[src/rtl/rf_iw_fill_ctrl.sv]
// -----------------------------------------------------------------------------
// rf_iw_fill_ctrl
//
// Fill controller for a double-buffered activation/weight register file.
// On start it streams DEPTH words out of the global buffer (GB) into the RF
// bank currently selected for writing, then holds that bank as "ready" until
// the MAC side signals it has finished with the read bank, at which point the
// banks are swapped by toggling write_sel.
//
// Optional feature macro: RF_FILL_STRIDE_EN
//   defined   : adds input gb_stride; read address = base + k*gb_stride
//   undefined : stride fixed at 1
//
// Ports
//   clk, reset_n        clock (rising edge), asynchronous active-low reset
//   start               request one bank fill (honoured only when idle)
//   gb_base_addr        GB address of word 0, captured with start
//   gb_stride           (RF_FILL_STRIDE_EN only) address step, captured with start
//   compute_done        level from MAC side: read bank no longer needed
//   gb_r_en, gb_r_addr  registered GB read strobe/address
//   gb_r_data           GB read data, valid the cycle after gb_r_en
//   write_sel           RF bank select (1: write mem1, read mem2)
//   write_en            RF write strobe
//   w_addr1, w_addr2    RF write address (same value on both ports)
//   w_data1, w_data2    RF write data (pass-through of gb_r_data)
//   busy                fill in progress
//   fill_done           one-cycle pulse after the last word is written
//   bank_ready          write bank holds a complete, not yet swapped fill
//   swap                one-cycle pulse in the cycle write_sel changes
// -----------------------------------------------------------------------------
module rf_iw_fill_ctrl #(
    parameter int DATA_BITWIDTH    = 8,
    parameter int ADDR_BITWIDTH    = 2,
    parameter int DEPTH            = 4,
    parameter int GB_ADDR_BITWIDTH = 10
) (
    input  logic                        clk,
    input  logic                        reset_n,
    input  logic                        start,
    input  logic [GB_ADDR_BITWIDTH-1:0] gb_base_addr,
`ifdef RF_FILL_STRIDE_EN
    input  logic [GB_ADDR_BITWIDTH-1:0] gb_stride,
`endif
    input  logic                        compute_done,
    output logic                        gb_r_en,
    output logic [GB_ADDR_BITWIDTH-1:0] gb_r_addr,
    input  logic [DATA_BITWIDTH-1:0]    gb_r_data,
    output logic                        write_sel,
    output logic                        write_en,
    output logic [ADDR_BITWIDTH-1:0]    w_addr1,
    output logic [ADDR_BITWIDTH-1:0]    w_addr2,
    output logic [DATA_BITWIDTH-1:0]    w_data1,
    output logic [DATA_BITWIDTH-1:0]    w_data2,
    output logic                        busy,
    output logic                        fill_done,
    output logic                        bank_ready,
    output logic                        swap
);

    localparam int KW = (DEPTH > 1) ? $clog2(DEPTH) : 1;
    localparam logic [KW-1:0] K_LAST = KW'(DEPTH - 1);

    typedef enum logic [1:0] {
        IDLE  = 2'd0,
        ISSUE = 2'd1,
        DRAIN = 2'd2,
        FULL  = 2'd3
    } state_t;

    state_t state, state_nxt;

    logic [KW-1:0]               k;
    logic [ADDR_BITWIDTH-1:0]    w_addr;
    logic [GB_ADDR_BITWIDTH-1:0] stride;
    logic                        accept;
    logic                        last_read;
    logic                        do_swap;

    assign accept    = (state == IDLE) && start;
    assign last_read = (state == ISSUE) && (k == K_LAST);
    assign do_swap   = (state == FULL) && compute_done;

`ifdef RF_FILL_STRIDE_EN
    logic [GB_ADDR_BITWIDTH-1:0] stride_q;

    always_ff @(posedge clk or negedge reset_n) begin
        if (!reset_n)
            stride_q <= '0;
        else if (accept)
            stride_q <= gb_stride;
    end

    assign stride = stride_q;
`else
    assign stride = GB_ADDR_BITWIDTH'(1);
`endif

    // ---------------------------------------------------------------- FSM
    always_ff @(posedge clk or negedge reset_n) begin
        if (!reset_n)
            state <= IDLE;
        else
            state <= state_nxt;
    end

    always_comb begin
        state_nxt = state;
        case (state)
            IDLE:    if (start)        state_nxt = ISSUE;
            ISSUE:   if (k == K_LAST)  state_nxt = DRAIN;
            DRAIN:                     state_nxt = FULL;
            FULL:    if (compute_done) state_nxt = IDLE;
            default:                   state_nxt = IDLE;
        endcase
    end

    // ----------------------------------------------------------- datapath
    // k indexes the read currently on gb_r_addr; the RF write for that word
    // happens one cycle later, so write_en/w_addr are simply delayed copies.
    always_ff @(posedge clk or negedge reset_n) begin
        if (!reset_n) begin
            k          <= '0;
            gb_r_en    <= 1'b0;
            gb_r_addr  <= '0;
            write_en   <= 1'b0;
            w_addr     <= '0;
            write_sel  <= 1'b1;
            fill_done  <= 1'b0;
            bank_ready <= 1'b0;
            swap       <= 1'b0;
        end else begin
            write_en  <= gb_r_en;
            w_addr    <= ADDR_BITWIDTH'(k);
            fill_done <= (state == DRAIN);
            swap      <= do_swap;

            if (accept) begin
                gb_r_en   <= 1'b1;
                gb_r_addr <= gb_base_addr;
                k         <= '0;
            end else if (last_read) begin
                gb_r_en <= 1'b0;
                k       <= '0;
            end else if (state == ISSUE) begin
                k         <= k + KW'(1);
                gb_r_addr <= gb_r_addr + stride;  // wraps modulo GB size
            end

            if (state == DRAIN)
                bank_ready <= 1'b1;
            else if (do_swap)
                bank_ready <= 1'b0;

            if (do_swap)
                write_sel <= ~write_sel;
        end
    end

    assign busy    = (state == ISSUE) || (state == DRAIN);
    assign w_addr1 = w_addr;
    assign w_addr2 = w_addr;
    assign w_data1 = gb_r_data;
    assign w_data2 = gb_r_data;

endmodule

[config.mk]
export PLATFORM = sky130hd
export DESIGN_NAME = rf_iw_fill_ctrl
export DESIGN_NICKNAME = d
export VERILOG_FILES = /design/src/rtl/rf_iw_fill_ctrl.sv
export SDC_FILE = /design/constraint.sdc
export NUM_CORES = 1
export LEC_CHECK = 0
export CAP_MARGIN = 20
export CORE_MARGIN = 2
export CORE_UTILIZATION = 36
export DETAILED_ROUTE_END_ITERATION = 16
export PLACE_DENSITY = 0.76
export SYNTH_ARGS = -nofsm -noshare
export SYNTH_HDL_FRONTEND = slang
export SYNTH_SLANG_ARGS = --single-unit
export TNS_END_PERCENT = 20
[constraint.sdc]
create_clock -name clk -period 1.5 [get_ports clk]
set_input_delay 0.3 -clock clk [delete_from_list [all_inputs] [get_ports clk]]
set_output_delay 0.3 -clock clk [all_outputs]
set_load 0.01 [all_outputs]
==> impl_metrics.csv, run 1 <==
group,metric,value,unit
cells_and_area,final_common_cell,"buf_4",
sta,worst_pin_slew,0.284,ns
routing,vias_per_cell,4.90,
power_and_ir_drop,pwr-share-comb,58.1,%
setup_path,critPathMaxFanout,5,
routing,dr.pass1.iters,4,
power_and_ir_drop,p_switching,1350,uW
status,outcome,"complete, but fails checks",
sta,slew_headroom,81.0,%
sta,timing.hold.ws,0.326,ns
status,violations,"setup timing",
min_path,hp-class,"primary input to async pin",
sta,hold_viol,0,
sta,setup-tns-final,-0.0829,ns
synth,yosysTopAreaCell,"dfrtp_1",
cells_and_area,antenna_cells,0,
floorplanning,initial_core_util,38.5,%
setup_path,cp.required,1.70,ns
placement,dpl.cell_count,192,
synth,ys_seq_area_share,46.1,%
synth,avgSynthCellArea,10.1,um2
clock_tree,clk_latency,0.31,ns
cells_and_area,final_cell_mix,"buf_4 (21), dfrtp_1 (18), dlygate4sd2_1 (17), clkdlybuf4s50_1 (16), nor2_1 (10)",
setup_path,r2r-start,"state[0]$_DFFE_PN0P_",
synth,synth_seq_cells,22,
setup_path,worst-setup-path-type,"flop to flop",
synth,yosysUniqueCellTypes,25,
routing,drc,0,
sta,min_period,1.54,ns
setup_path,endpoint_kind,"flop",
power_and_ir_drop,finalPower,3450,uW
clock_tree,clock_sinks,22,
sta,setup_ws,-0.0352,ns
floorplanning,die_x,61.6,um
power_and_ir_drop,power_density,2000,nW/um2
global_routing,gr-usage-met2,26.5,%
clock_tree,cts_max_level,1,
synth,syn_inst,118,
global_routing,first_global_vias,968,
synth,ys_top_cells_by_area,"dfrtp_1 (44%), buf_4 (11%), ha_1 (7.3%), a31oi_1 (3.7%), mux2i_1 (3.3%)",
placement,pre_cts_ws,-0.155,ns
synth,synth_nets,147,
cells_and_area,nFillCells,284,
clock_tree,path_clk_slew,0.13,ns
global_routing,track_usage,14.2,%
floorplanning,dieArea,3800,um2
sta,setup_viol,4,
synth,synth_top_area_share,43.9,%
floorplanning,core,3100,um2
clock_tree,numCtsBuffers,3,
global_routing,met3_usage,2.94,%
routing,num_vias,995,
sta,finalClockSkew,0.00354,ns
setup_path,arrival,1.74,ns
sta,slew_viol_final,0,
power_and_ir_drop,power.leakage,0.000797,uW
power_and_ir_drop,power.internal,2100,uW
cells_and_area,synthToLayoutAreaGrowth,44.4,%
global_routing,grt_busiest_layer,"met2",
cells_and_area,seq_area,556,um2
synth,yosys_warnings,0,
floorplanning,placementRows,20,
global_routing,grt_max_degree,23,
global_routing,grt_pass1_wl,4000,um
power_and_ir_drop,p_sw_share,39.1,%
clock_tree,hold_buffers,0,
routing,routedWlPerCell,13.6,um
power_and_ir_drop,p_seq_share,32.3,%
cells_and_area,fin_cells,203,
clock_tree,cts_tree,"yes",
clock_tree,cts_buffer_depth,2,
global_routing,gr-total-overflow,0,
global_routing,grt.met1_usage,15.5,%
routing,wirelength,2760,um
sta,rsz0062_at_grt,"true",
placement,io_buffer_count,34,
cells_and_area,multiInputGateArea,551,um2
cells_and_area,nets,189,
cells_and_area,drive_above_1_share,27.0,%
placement,gp_congestion,0.800,
sta,post-route-period-util,102,%
routing,drtIter0Drc,26,
run,drv_cap,0,
power_and_ir_drop,pwr-share-clk,9.6,%
placement,dp_hpwl,2010,um
sta,max_freq,0.651,GHz
setup_path,crit_start,"state[0]$_DFFE_PN0P_",
power_and_ir_drop,ir_worst_vdd,0.000688,V
floorplanning,pin_count,59,
clock_tree,clockRootBuffer,"clkbuf_4",
global_routing,antenna_found_initial,0,
synth,synth.cell_area,1200,um2
floorplanning,dieHeight,61.6,um
routing,final_antenna_net_count,0,
setup_path,critPathLaunchType,"flop",
area by class of cell:
| type | count | share of cell area [%] |
|---|---|---|
| well taps | 44 | 3.19 |
| multi-input cells | 69 | 31.9 |
| clock buffers | 4 | 2.10 |
| repair buffers | 57 | 29.1 |
| flip-flops and latches | 22 | 32.2 |
| inverters | 7 | 1.52 |
power groups by stage:
stage | Sequential (uW) | Combinational, uW | Clock (uW)
4_1_cts | 1100 | 1830 | 346
5_1_grt | 1150 | 2200 | 361
2_1_floorplan | 1240 | 887 | 0
3_5_place_dp | 1150 | 1920 | 0
3_3_place_gp | 1120 | 1850 | 0
6_report | 1110 | 2010 | 331
state kept, by name, summed over array words and instances (netlist names):
| signal | flops |
|---|---|
| gb_r_addr | 10 |
| k | 2 |
| state | 2 |
| w_addr1 | 2 |
| bank_ready | 1 |
| fill_done | 1 |
| gb_r_en | 1 |
| swap | 1 |
| write_en | 1 |
| write_sel | 1 |
Yosys cell counts:
library cell  number
o31ai_1            4
nor2b_1            1
nand3_1            3
nand4b_2           1
inv_1              7
nand3b_2           1
clkbuf_1           2
dfstp_2            1
mux2i_1            4
buf_4             18
a21o_1             1
dfrtp_1           21
nand2_1           10
ha_1               7
and2_1             1
mux2_1             1
or3_1              3
o21ai_1            2
a31oi_1            7
or4_1              4
xnor2_1            3
nor2_1            10
nand4_1            1
o21ai_0            4
a221oi_2           1
final timing paths:
| path | slack, ns | cells past startpoint | end |
|---|---|---|---|
| worst max-delay path | -0.04 | 5 | state[1]$_DFFE_PN0P_ |
| worst min-delay path | 0.33 | 2 | swap$_DFF_PN0_ |
| worst max register to register | -0.04 | 5 | state[1]$_DFFE_PN0P_ |
| worst min register to register | 0.43 | 0 | write_en$_DFF_PN0_ |
| max in group asynchronous | 0.90 | 2 | write_sel$_DFFE_PN1P_ |
| min in group clk | 0.43 | 0 | write_en$_DFF_PN0_ |
stage by stage:
step	instance area, um2	util (%)
after floorplan	1230	-
after global placement	1620	52.1
after detailed placement	1620	52.1
after CTS	1640	52.9
after global routing	1730	55.6
final	1730	55.6
layer usage:
metal,part of all wire (%),vias up,wire length (um)
li1,-,473,-
met1,39,486,1060
met2,53,30,1470
met3,7.3,6,201
met4,0.83,0,23
met5,0,-,0
worst max-delay path, cell delays in order, from the launching register on:
cell and delay (ns):
dfrtp_1 0.42, buf_6 0.13, ha_4 0.18, nor2b_4 0.13
a221oi_2 0.23, mux2_1 0.35
cells by family after synthesis:
logic type | Yosys count | synth area share [%]
DFF | 22 | 46.1
xor gates and xnor gates | 3 | 2.20
AOI/OAI and AO/OA | 19 | 10.6
adders and majority gates | 7 | 7.32
and+or+nand+nor | 35 | 15.4
muxes | 5 | 4.29
buffers and inverters | 27 | 14.1
what timing repair did:
action | 4_1_cts | 5_1_grt
buffers inserted | 2 | 5
resized for setup | 22 | 9
endpoints found under the setup margin | 24 | 13
pin swaps | 3 | 5
(Power assumes the default switching activity.)
==> run 2, diff against run 1 <==
Settings changed: CORE_UTILIZATION 36 to 34, PLACE_DENSITY 0.76 to 0.72.
==> run 2 against run 1 <==
Largest power group unchanged. The flow still finishes with violations (setup timing). Clock skew is essentially flat. Core utilization decreased by 5.2 points. Maximum frequency fell by 0.90%.
==> impl_metrics.csv, run 2 (synthesis gave the netlist of run 1 again) <==
group,metric,value,unit
global_routing,first_global_vias,995,
sta,worst_pin_slew,0.290,ns
global_routing,grt_pass1_wl,4580,um
floorplanning,die_x,63.3,um
global_routing,grt_max_degree,23,
floorplanning,dieHeight,63.3,um
sta,setup_viol,4,
routing,vias_per_cell,4.83,
routing,final_antenna_net_count,0,
sta,rsz0062_at_grt,"true",
placement,gp_congestion,0.789,
clock_tree,numCtsBuffers,3,
setup_path,worst-setup-path-type,"flop to flop",
clock_tree,cts_tree,"yes",
cells_and_area,largest_register_ffs,10,
clock_tree,cts_buffer_depth,2,
power_and_ir_drop,power_density,1960,nW/um2
run,drv_cap,0,
setup_path,cp.required,1.74,ns
global_routing,antenna_found_initial,0,
cells_and_area,antenna_cells,0,
floorplanning,dieArea,4010,um2
clock_tree,path_clk_slew,0.13,ns
setup_path,critPathLaunchType,"flop",
power_and_ir_drop,power.internal,2030,uW
floorplanning,initial_core_util,35.6,%
power_and_ir_drop,p_sw_share,38.9,%
power_and_ir_drop,pwr-share-clk,10.0,%
cells_and_area,nets,187,
sta,max_freq,0.646,GHz
global_routing,track_usage,14.2,%
placement,pre_cts_ws,-0.138,ns
sta,timing.hold.ws,0.328,ns
sta,slew_headroom,80.6,%
sta,slew_viol_final,0,
routing,dr.pass1.iters,4,
placement,io_buffer_count,34,
setup_path,slowest_stage,"or4_4",
sta,post-route-period-util,103,%
floorplanning,pin_count,59,
sta,finalClockSkew,0.00311,ns
routing,num_vias,980,
clock_tree,clockRootBuffer,"clkbuf_4",
setup_path,max_stage_delay,0.51,ns
cells_and_area,nFillCells,306,
sta,setup_ws,-0.0492,ns
setup_path,endpoint_kind,"flop",
global_routing,gr-total-overflow,0,
sta,min_period,1.55,ns
routing,drtIter0Drc,72,
clock_tree,hold_buffers,0,
power_and_ir_drop,p_seq_share,33.4,%
placement,dp_hpwl,1940,um
status,violations,"setup timing",
clock_tree,clk_latency,0.31,ns
clock_tree,clock_sinks,22,
cells_and_area,drive_above_1_share,25.5,%
routing,routedWlPerCell,13.1,um
setup_path,critPathMaxFanout,5,
power_and_ir_drop,ir_worst_vdd,0.000775,V
cells_and_area,multiInputGateArea,529,um2
cells_and_area,top_register,"gb_r_addr",
cells_and_area,final_cell_mix,"buf_4 (20), dfrtp_1 (19), dlygate4sd2_1 (15), clkdlybuf4s50_1 (13)",
sta,setup-tns-final,-0.0962,ns
setup_path,cp_cell_sequence,"inv_2 -> ha_4 -> nand3b_4 -> or4_4 -> a31oi_1",
sta,hold_viol,0,
clock_tree,cts_max_level,1,
cells_and_area,fin_util,50.5,%
power_and_ir_drop,power.leakage,0.000821,uW
floorplanning,placementRows,21,
power_and_ir_drop,p_switching,1290,uW
cells_and_area,seq_area,554,um2
routing,wirelength,2660,um
power_and_ir_drop,pwr-share-comb,56.6,%
status,outcome,"complete, but fails checks",
min_path,hp-class,"primary input to async pin",
cells_and_area,final_common_cell,"buf_4",
routing,drc,0,
floorplanning,core,3360,um2
cells_and_area,synthToLayoutAreaGrowth,41.9,%
setup_path,arrival,1.79,ns
[run 2: cell type report]
class / count / area share [%]
Tap cell: 46 / 3.39
Multi-Input combinational cell: 69 / 31.2
Timing Repair Buffer: 55 / 29.1
Clock buffer: 4 / 2.14
Sequential cell: 22 / 32.6
Inverter: 7 / 1.55
[run 2: final timing paths]
path	start	endpoint	slack, ns	cells past startpoint
min reg2reg	gb_r_en$_DFFE_PN0P_	write_en$_DFF_PN0_	0.42	0
max in group asynchronous	reset_n	write_sel$_DFFE_PN1P_	0.89	2
min in group clk	gb_r_en$_DFFE_PN0P_	write_en$_DFF_PN0_	0.42	0
min	reset_n	gb_r_addr[6]$_DFFE_PN0P_	0.33	2
max	state[1]$_DFFE_PN0P_	gb_r_addr[8]$_DFFE_PN0P_	-0.05	5
max reg2reg	state[1]$_DFFE_PN0P_	gb_r_addr[8]$_DFFE_PN0P_	-0.05	5
[run 2: critical path: cells and delay by family (launching register included)]
kind | cells | cell delay, ns
adder cells (fa/ha/maj) | 1 | 0.19
AND/OR/NAND/NOR | 2 | 0.62
AO/OA/AOI/OAI | 1 | 0.15
flip-flops | 1 | 0.42
buffers and inverters | 1 | 0.10
[run 2: what timing repair did]
item	4_1_cts	5_1_grt
setup endpoints to repair	23	17
setup buffers	0	3
pin swaps	3	7
gates resized for setup	19	12
[run 2: layer usage]
metal  GRT usage (%)  share of wire, %
met5               0                 0
met4            5.71               1.3
met2            23.9                51
met3            3.39               8.0
met1            17.5                39
[run 2: power by group through the flow]
| stage | clock [uW] | combinational (uW) | sequential (uW) |
|---|---|---|---|
| 5_1_grt | 367 | 2100 | 1160 |
| 3_5_place_dp | 0 | 1980 | 1130 |
| 4_1_cts | 340 | 1820 | 1100 |
| 6_report | 333 | 1880 | 1110 |
| 3_3_place_gp | 0 | 1930 | 1100 |
| 2_1_floorplan | 0 | 887 | 1240 |
[run 2: stage by stage]
step	area, um2	power (uW)	std cells
after floorplan	1230	2120	118
after global placement	1630	3030	196
after detailed placement	1630	3110	196
after CTS	1650	3270	200
after global routing	1700	3630	203
final	1700	3330	203
